--- src/rtl/cordic_divider_pipe.sv ---
// Pipelined unsigned fixed-point divider built from non-restoring linear-CORDIC
// iterations, one register stage per iteration plus a final correction stage.
module cordic_divider_pipe #(
  parameter int unsigned DATA_WIDTH = 12,
  parameter int unsigned INT_BITS   = 2,
  parameter int unsigned FRAC_BITS  = 10,
  parameter int unsigned TAG_WIDTH  = 4
) (
  input  logic                            clk,
  input  logic                            rst,
  input  logic                            in_valid,
  output logic                            in_ready,
  input  logic [DATA_WIDTH-1:0]           a_i,
  input  logic [DATA_WIDTH-1:0]           b_i,
  input  logic [TAG_WIDTH-1:0]            tag_i,
  output logic                            out_valid,
  input  logic                            out_ready,
  output logic [INT_BITS+FRAC_BITS-1:0]   q_o,
  output logic [DATA_WIDTH-1:0]           rem_o,
  output logic [TAG_WIDTH-1:0]            tag_o,
  output logic                            ovf_o,
  output logic                            dz_o
);

  localparam int unsigned STAGES = INT_BITS + FRAC_BITS;
  localparam int unsigned RW     = DATA_WIDTH + STAGES + 1;
  localparam int unsigned ZW     = STAGES + 1;
  localparam int unsigned LAST   = STAGES - 1;

  logic adv;
  logic out_valid_q;

  // Whole pipe moves together whenever the output slot is free or being drained.
  assign adv      = !out_valid_q || out_ready;
  assign in_ready = adv || rst;

  for (genvar i = 0; i < STAGES; i++) begin : g_stage
    localparam int unsigned SH = STAGES - 1 - i;

    logic signed [RW-1:0]   r_in, r_d, r_q;
    logic signed [ZW-1:0]   z_in, z_d, z_q;
    logic signed [RW-1:0]   bsh;
    logic [DATA_WIDTH-1:0]  b_in, b_q;
    logic [TAG_WIDTH-1:0]   tag_in, tag_q;
    logic                   v_in, v_q;
    logic                   ovf_in, ovf_q;
    logic                   dz_in, dz_q;

    if (i == 0) begin : g_first
      assign r_in   = RW'(a_i) << FRAC_BITS;
      assign z_in   = '0;
      assign b_in   = b_i;
      assign tag_in = tag_i;
      assign v_in   = in_valid;
      assign dz_in  = (b_i == '0);
      assign ovf_in = (b_i != '0) && (RW'(a_i) >= (RW'(b_i) << INT_BITS));
    end else begin : g_next
      assign r_in   = g_stage[i-1].r_q;
      assign z_in   = g_stage[i-1].z_q;
      assign b_in   = g_stage[i-1].b_q;
      assign tag_in = g_stage[i-1].tag_q;
      assign v_in   = g_stage[i-1].v_q;
      assign dz_in  = g_stage[i-1].dz_q;
      assign ovf_in = g_stage[i-1].ovf_q;
    end

    // Non-restoring step: residual sign picks subtract/add of the shifted divisor.
    assign bsh = RW'(b_in) << SH;
    assign r_d = r_in[RW-1] ? (r_in + bsh) : (r_in - bsh);
    assign z_d = r_in[RW-1] ? (z_in - (ZW'(1) << SH)) : (z_in + (ZW'(1) << SH));

    always_ff @(posedge clk) begin
      if (rst) begin
        r_q   <= '0;
        z_q   <= '0;
        b_q   <= '0;
        tag_q <= '0;
        v_q   <= 1'b0;
        ovf_q <= 1'b0;
        dz_q  <= 1'b0;
      end else if (adv) begin
        r_q   <= r_d;
        z_q   <= z_d;
        b_q   <= b_in;
        tag_q <= tag_in;
        v_q   <= v_in;
        ovf_q <= ovf_in;
        dz_q  <= dz_in;
      end
    end
  end

  logic [STAGES-1:0]     q_d, q_q;
  logic [DATA_WIDTH-1:0] rem_d, rem_q;
  logic [TAG_WIDTH-1:0]  tag_q;
  logic                  ovf_q, dz_q;
  logic signed [RW-1:0]  r_last;
  logic signed [ZW-1:0]  z_last;
  logic [DATA_WIDTH-1:0] b_last;

  assign r_last = g_stage[LAST].r_q;
  assign z_last = g_stage[LAST].z_q;
  assign b_last = g_stage[LAST].b_q;

  // Final correction; flagged operations report saturated quotient and zero remainder.
  always_comb begin
    q_d   = '0;
    rem_d = '0;
    if (g_stage[LAST].dz_q || g_stage[LAST].ovf_q) begin
      q_d   = '1;
      rem_d = '0;
    end else if (r_last[RW-1]) begin
      q_d   = STAGES'(z_last - ZW'(1));
      rem_d = DATA_WIDTH'(r_last + RW'(b_last));
    end else begin
      q_d   = STAGES'(z_last);
      rem_d = DATA_WIDTH'(r_last);
    end
  end

  always_ff @(posedge clk) begin
    if (rst) begin
      out_valid_q <= 1'b0;
      q_q         <= '0;
      rem_q       <= '0;
      tag_q       <= '0;
      ovf_q       <= 1'b0;
      dz_q        <= 1'b0;
    end else if (adv) begin
      out_valid_q <= g_stage[LAST].v_q;
      q_q         <= q_d;
      rem_q       <= rem_d;
      tag_q       <= g_stage[LAST].tag_q;
      ovf_q       <= g_stage[LAST].ovf_q && !g_stage[LAST].dz_q;
      dz_q        <= g_stage[LAST].dz_q;
    end
  end

  assign out_valid = out_valid_q;
  assign q_o       = q_q;
  assign rem_o     = rem_q;
  assign tag_o     = tag_q;
  assign ovf_o     = ovf_q;
  assign dz_o      = dz_q;

endmodule
--- config.mk ---
export PLATFORM = sky130hd
export DESIGN_NAME = cordic_divider_pipe
export DESIGN_NICKNAME = d
export VERILOG_FILES = /design/src/rtl/cordic_divider_pipe.sv
export SDC_FILE = /design/constraint.sdc
export NUM_CORES = 1
export LEC_CHECK = 0
export CAP_MARGIN = 0
export CORE_MARGIN = 2
export CORE_UTILIZATION = 43
export DETAILED_ROUTE_END_ITERATION = 16
export HOLD_SLACK_MARGIN = 0.08
export PLACE_DENSITY_LB_ADDON = 0.1
export SKIP_CTS_REPAIR_TIMING = 1
export SLEW_MARGIN = 20
export SYNTH_ARGS = -nofsm -noshare
export SYNTH_HDL_FRONTEND = slang
export SYNTH_SLANG_ARGS = --single-unit
--- constraint.sdc ---
create_clock -name clk -period 4.55 [get_ports clk]
set_clock_uncertainty 0.15 [all_clocks]
set_input_delay 1.1375 -clock clk [delete_from_list [all_inputs] [get_ports clk]]
set_output_delay 1.1375 -clock clk [all_outputs]
set_load 0.02 [all_outputs]
---- Yosys cells after proc, flatten, opt, wreduce, memory -nomap -nowiden ----
Cells that the tools add are included.
word-level totals
  register bits ........................... 692
  input bits .............................. 32
  logic and storage cells ................. 173
operators by class
  add/sub/neg operators ................... 47
  $lt $le $gt $ge ......................... 1
  multiplexer cells ....................... 26
  reduce and logical (&&, ||, !) cells .... 9
operator list
  cell                                            number
  25-bit two-way mux                              11
  12-bit two-way mux                              15
  25-bit by 13-bit adder with 25-bit output       1
  25-bit by 14-bit adder with 25-bit output       1
  25-bit by 15-bit adder with 25-bit output       1
  25-bit by 16-bit adder with 25-bit output       1
  25-bit by 17-bit adder with 25-bit output       1
  25-bit by 18-bit adder with 25-bit output       1
  25-bit by 19-bit adder with 25-bit output       1
  25-bit by 20-bit adder with 25-bit output       1
  25-bit by 21-bit adder with 25-bit output       1
  25-bit by 22-bit adder with 25-bit output       1
  25-bit by 23-bit adder with 25-bit output       1
  25-bit by 13-bit subtractor with 25-bit output  1
  25-bit by 14-bit subtractor with 25-bit output  1
  25-bit by 15-bit subtractor with 25-bit output  1
  25-bit by 16-bit subtractor with 25-bit output  1
  25-bit by 17-bit subtractor with 25-bit output  1
  25-bit by 18-bit subtractor with 25-bit output  1
  25-bit by 19-bit subtractor with 25-bit output  1
  25-bit by 20-bit subtractor with 25-bit output  1
  25-bit by 21-bit subtractor with 25-bit output  1
  25-bit by 22-bit subtractor with 25-bit output  1
  25-bit by 23-bit subtractor with 25-bit output  1
  28 further kinds                                35

---- Longest topological paths before layout ----
  word-level depth ........................ 3
  gate-level depth with buffers ........... 16
  depth with buffers taken out ............ 16

---- Worst setup path after synthesis ----
No wires, ideal clock.
  kind .................................... flip-flop to flip-flop
  start point ............................. reg g_stage[6].b_q[2]
  end point ............................... reg g_stage[7].r_q[24]
  library setup time ...................... 0.132 ns
  arrival time ............................ 3.479 ns
  required time ........................... 4.268 ns
  path slack .............................. 0.790 ns
  stages on the path, launching flop included .. 15
  cell sequence ........................... dfxtp_1 or3_1 or3_1 nor3b_1 nor2_1 xnor2_1 ha_1 a21o_1 a21o_1 a21oi_1 o21ai_1 a21o_1 a221oi_1 mux2i_1 nor3_1
on the way
  longest elaborated chain between the ends .. 2
RTL lines
  what                                                                                                                RTL line  source
  start: declaration                                                                                                  43        logic [DATA_WIDTH-1:0] b_in, b_q;
  start signal: assignment                                                                                            84        b_q <= b_in;
  25-bit by 17-bit subtractor with 25-bit output / 25-bit by 17-bit adder with 25-bit output (equally long branches)  69        assign r_d = r_in[RW-1] ? (r_in + bsh) : (r_in - bsh);
  25-bit two-way mux *                                                                                                69
  end signal: assignment                                                                                              82        r_q <= r_d;
  end: declaration                                                                                                    40        logic signed [RW-1:0] r_in, r_d, r_q;
Every way passes the cells marked *; elsewhere a longest branch is shown, timed or not.
A chain may end at the register's enable or synchronous reset.

---- Worst setup path in the final report ----
  start point ............................. reg g_stage[8].b_q[2]
  end point ............................... reg g_stage[9].r_q[24]
on the way
  longest elaborated chain between the ends .. 2
RTL lines
  what                                                                                                                RTL line
  start: declaration                                                                                                  43
  start signal: assignment                                                                                            84
  25-bit by 15-bit subtractor with 25-bit output / 25-bit by 15-bit adder with 25-bit output (equally long branches)  69
  25-bit two-way mux *                                                                                                69
  end signal: assignment                                                                                              82
  end: declaration                                                                                                    40
Marks and branches as above.

==> flow_summary.ini <==
[drt]
drt_wl_total_um = 83200
drt-pass1-iter-count = 5
wire_per_inst_um = 15.8
vias = 28129
drt_iter0_drc = 1391
ant_nets = 0
drc_errors = 0
viasPerCell = 5.36

[power]
p_per_area_nw_per_um2 = 378
p_leak_nw = 15.9
ir_drop_uv = 328

[synthesis]
synth_seq_cells = 538
synth.area.mux_share_pct = 0.930
synth-compound-area-share_pct = 22.3
async_flop_share_pct = 0
synth_largest_area_cell = dfxtp_1
netlist_area_um2 = 32800
synth_cell_types = 79
synth_top_cell_area_share_pct = 32.8
ys.flop_type = dfxtp_1
synth_top_family_by_area = compound AO/OA/AOI/OAI gates
synth_edf_count = 0
synth-seq-area-share_pct = 32.8
yosysMostFrequentCell = nand2_1
netlist_instances = 4249
synthAdderAreaFrac_pct = 12.6
synth_area_leaders = dfxtp_1 (33%), ha_1 (11%), nand2_1 (10%)
synth_nets = 4598
synthTopCellsByCount = nand2_1 (884), a21oi_1 (645), dfxtp_1 (538)
synth_warnings = 0
yosys.area_share.simple_pct = 18.8
synth.avg_cell_area_um2 = 7.73
synth_xor_area_share_pct = 8.56

[layout]
fillers = 7783
drive_above_1_share_pct = 4.64
seqCellArea_um2 = 10800
syn2layout_area_growth_pct = 11.3
diodes = 0
multi_input_area_um2 = 20800
finalNetCount = 4573

[placed_design]
pre_cts_ws_ns = 0.458
port_buffers = 63
place_congestion = 0.833
dpl.hpwl_um = 58900

[setup_path]
crit_path_start_kind = flop
cp-end-kind = flop
critical_path_class = reg -> reg
slowest_delay_ns = 0.50
path_cells = or3_1 > nor3_1 > nand2b_1 > nor4_2 > a21oi_1 > xor2_1 > ha_1 > a21oi_1 > nand2b_1 > o21ai_0 > o31ai_1 > or2_1 > a311oi_1 > xor2_1 > a211oi_1
worstPathRequired_ns = 4.92
crit_slowest_cell = nor4_2
crit_arrival_ns = 4.49
critPathMaxFanout = 6

[clock_network]
clk_pin_slew_worst_paths_ns = 0.06
cts_tree = done
clk_path_buf_depth = 3
cts_root_buf = clkbuf_16
clk_latency_ns = 0.61
cts.sinks = 538
numCtsBuffers = 67
h-tree-depth = 3

[timing]
maxSlewHeadroom_pct = 36.9
hold_violations = 0
fin_crit_sh_pct = 90.5
layout_setup_ws_ns = 0.433
fmax_ghz = 0.243
layout_min_cycle_time_ns = 4.12
slew_violations = 0
worst_pin_slew_ns = 0.945
rsz0062_at_grt = false
setup_viol = 0
setup_tns_ns = 0

[floorplan]
pin_count = 64
die_h_um = 280
row_count = 101
fp.dieArea_um2 = 78600
dieWidth_um = 280
coreArea_um2 = 75800
initial_utilization_pct = 43.3

[global_routing]
grt_usage_pct = 21.2
antenna_found_initial = 1
grt.overflow.total = 0
grt_max_degree = 182
grt_pass1_wl_um = 139000
grt_pass1_vias = 26930

[run]
drv_cap = 0

[hold_path]
min_path_type = reg -> reg

[run_status]
status = completed
[registers in the layout, summed over array words and instances (netlist names), 4 cells and up]
signal          count
g_stage.b_in       12
q_o                12
g_stage.z_q        58
g_stage.v_q        11
g_stage.b_q       120
g_stage.z_in        9
b_last             11
g_stage.r_in       22
g_stage.dz_q       11
rem_o              12
g_stage.ovf_q      11
tag_o               4
g_stage.tag_in      4
g_stage.r_q       191
g_stage.tag_q      44
[cell type report]
cell class	count	area share, %
multi-input cells	3362	56.9
flip-flops and latches	538	29.5
clock buffers	97	5.42
well taps	978	3.35
repair buffers	117	3.05
inverters	138	1.42
clock inverters	19	0.421
[critical path: cells and delay by family, from the launching register on]
kind	cells	cell delay (ns)
AO/OA/AOI/OAI	6	1.23
AND/OR/NAND/NOR	6	1.68
flip-flops	1	0.36
adder cells (fa/ha/maj)	1	0.32
XOR/XNOR	2	0.29
[report_power, final]
part,internal (mW),switching (mW)
clock network,3.08,2.11
registers,5.16,0.338
logic,1.40,1.73
total,9.64,4.17
[worst paths after layout]
| kind | from | end | slack (ns) | cells after the start |
|---|---|---|---|---|
| min | g_stage[2].ovf_q$_SDFFE_PP0P_ | g_stage[3].ovf_q$_SDFFE_PP0P_ | 0.29 | 2 |
| min reg2reg | g_stage[2].ovf_q$_SDFFE_PP0P_ | g_stage[3].ovf_q$_SDFFE_PP0P_ | 0.29 | 2 |
| max reg2reg | g_stage[8].b_q[2]$_SDFFE_PP0P_ | g_stage[10].r_in[24]$_SDFFE_PP0P_ | 0.43 | 15 |
| max | g_stage[8].b_q[2]$_SDFFE_PP0P_ | g_stage[10].r_in[24]$_SDFFE_PP0P_ | 0.43 | 15 |
[layout by cell type (no fill, tap or decap), types with 17 or more instances in the layout]
cell and count:
o21ai_1 29, nor2b_1 32, nor3_1 83, a211oi_1 95
a21o_1 97, nand3_1 38, fa_1 22, clkdlybuf4s50_1 62
o21bai_1 18, nor4_1 20, clkbuf_16 69, ha_1 295
and3_1 24, nor2_1 263, a21oi_1 645, mux2i_1 17
dfxtp_1 538, a31oi_1 39, inv_1 138, xnor2_1 155
nand2_1 884, o21a_1 23, nand2b_1 26, o21ai_0 156
nand4_1 17, buf_4 48, xor2_1 166
[metal layers]
| metal | global-route usage (%) | part of all wire (%) | up-vias |
|---|---|---|---|
| met5 | 0 | 0 | - |
| met4 | 5.94 | 2.5 | 0 |
| met3 | 3.02 | 3.0 | 111 |
| met2 | 34.2 | 44 | 309 |
| met1 | 29.5 | 50 | 12995 |
| li1 | - | - | 14714 |
[cell families (layout without fill, tap and decap cells)]
logic type,Yosys count,count (layout)
buffers and inverters,349,371
xor gates and xnor gates,321,321
and+or+nand+nor,1458,1458
adders and majority gates,317,317
DFF,538,538
muxes,29,29
AOI/OAI and AO/OA,1237,1237
[through the flow]
stage | total power [mW] | instance area (um^2) | cells | util (%) | hold WS (ns)
4_1_cts | 14.0 | 36500 | 5249 | 48.2 | 0.298
2_1_floorplan | 7.95 | 32800 | 4249 | - | 0.279
5_1_grt | 14.6 | 36500 | 5249 | 48.2 | 0.306
3_5_place_dp | 8.70 | 34400 | 5133 | 45.4 | 0.294
3_3_place_gp | 8.70 | 34400 | 5133 | 45.4 | 0.289
6_report | 13.8 | 36500 | 5249 | 48.2 | 0.289
Note: power is estimated with default switching activity, not from simulation.
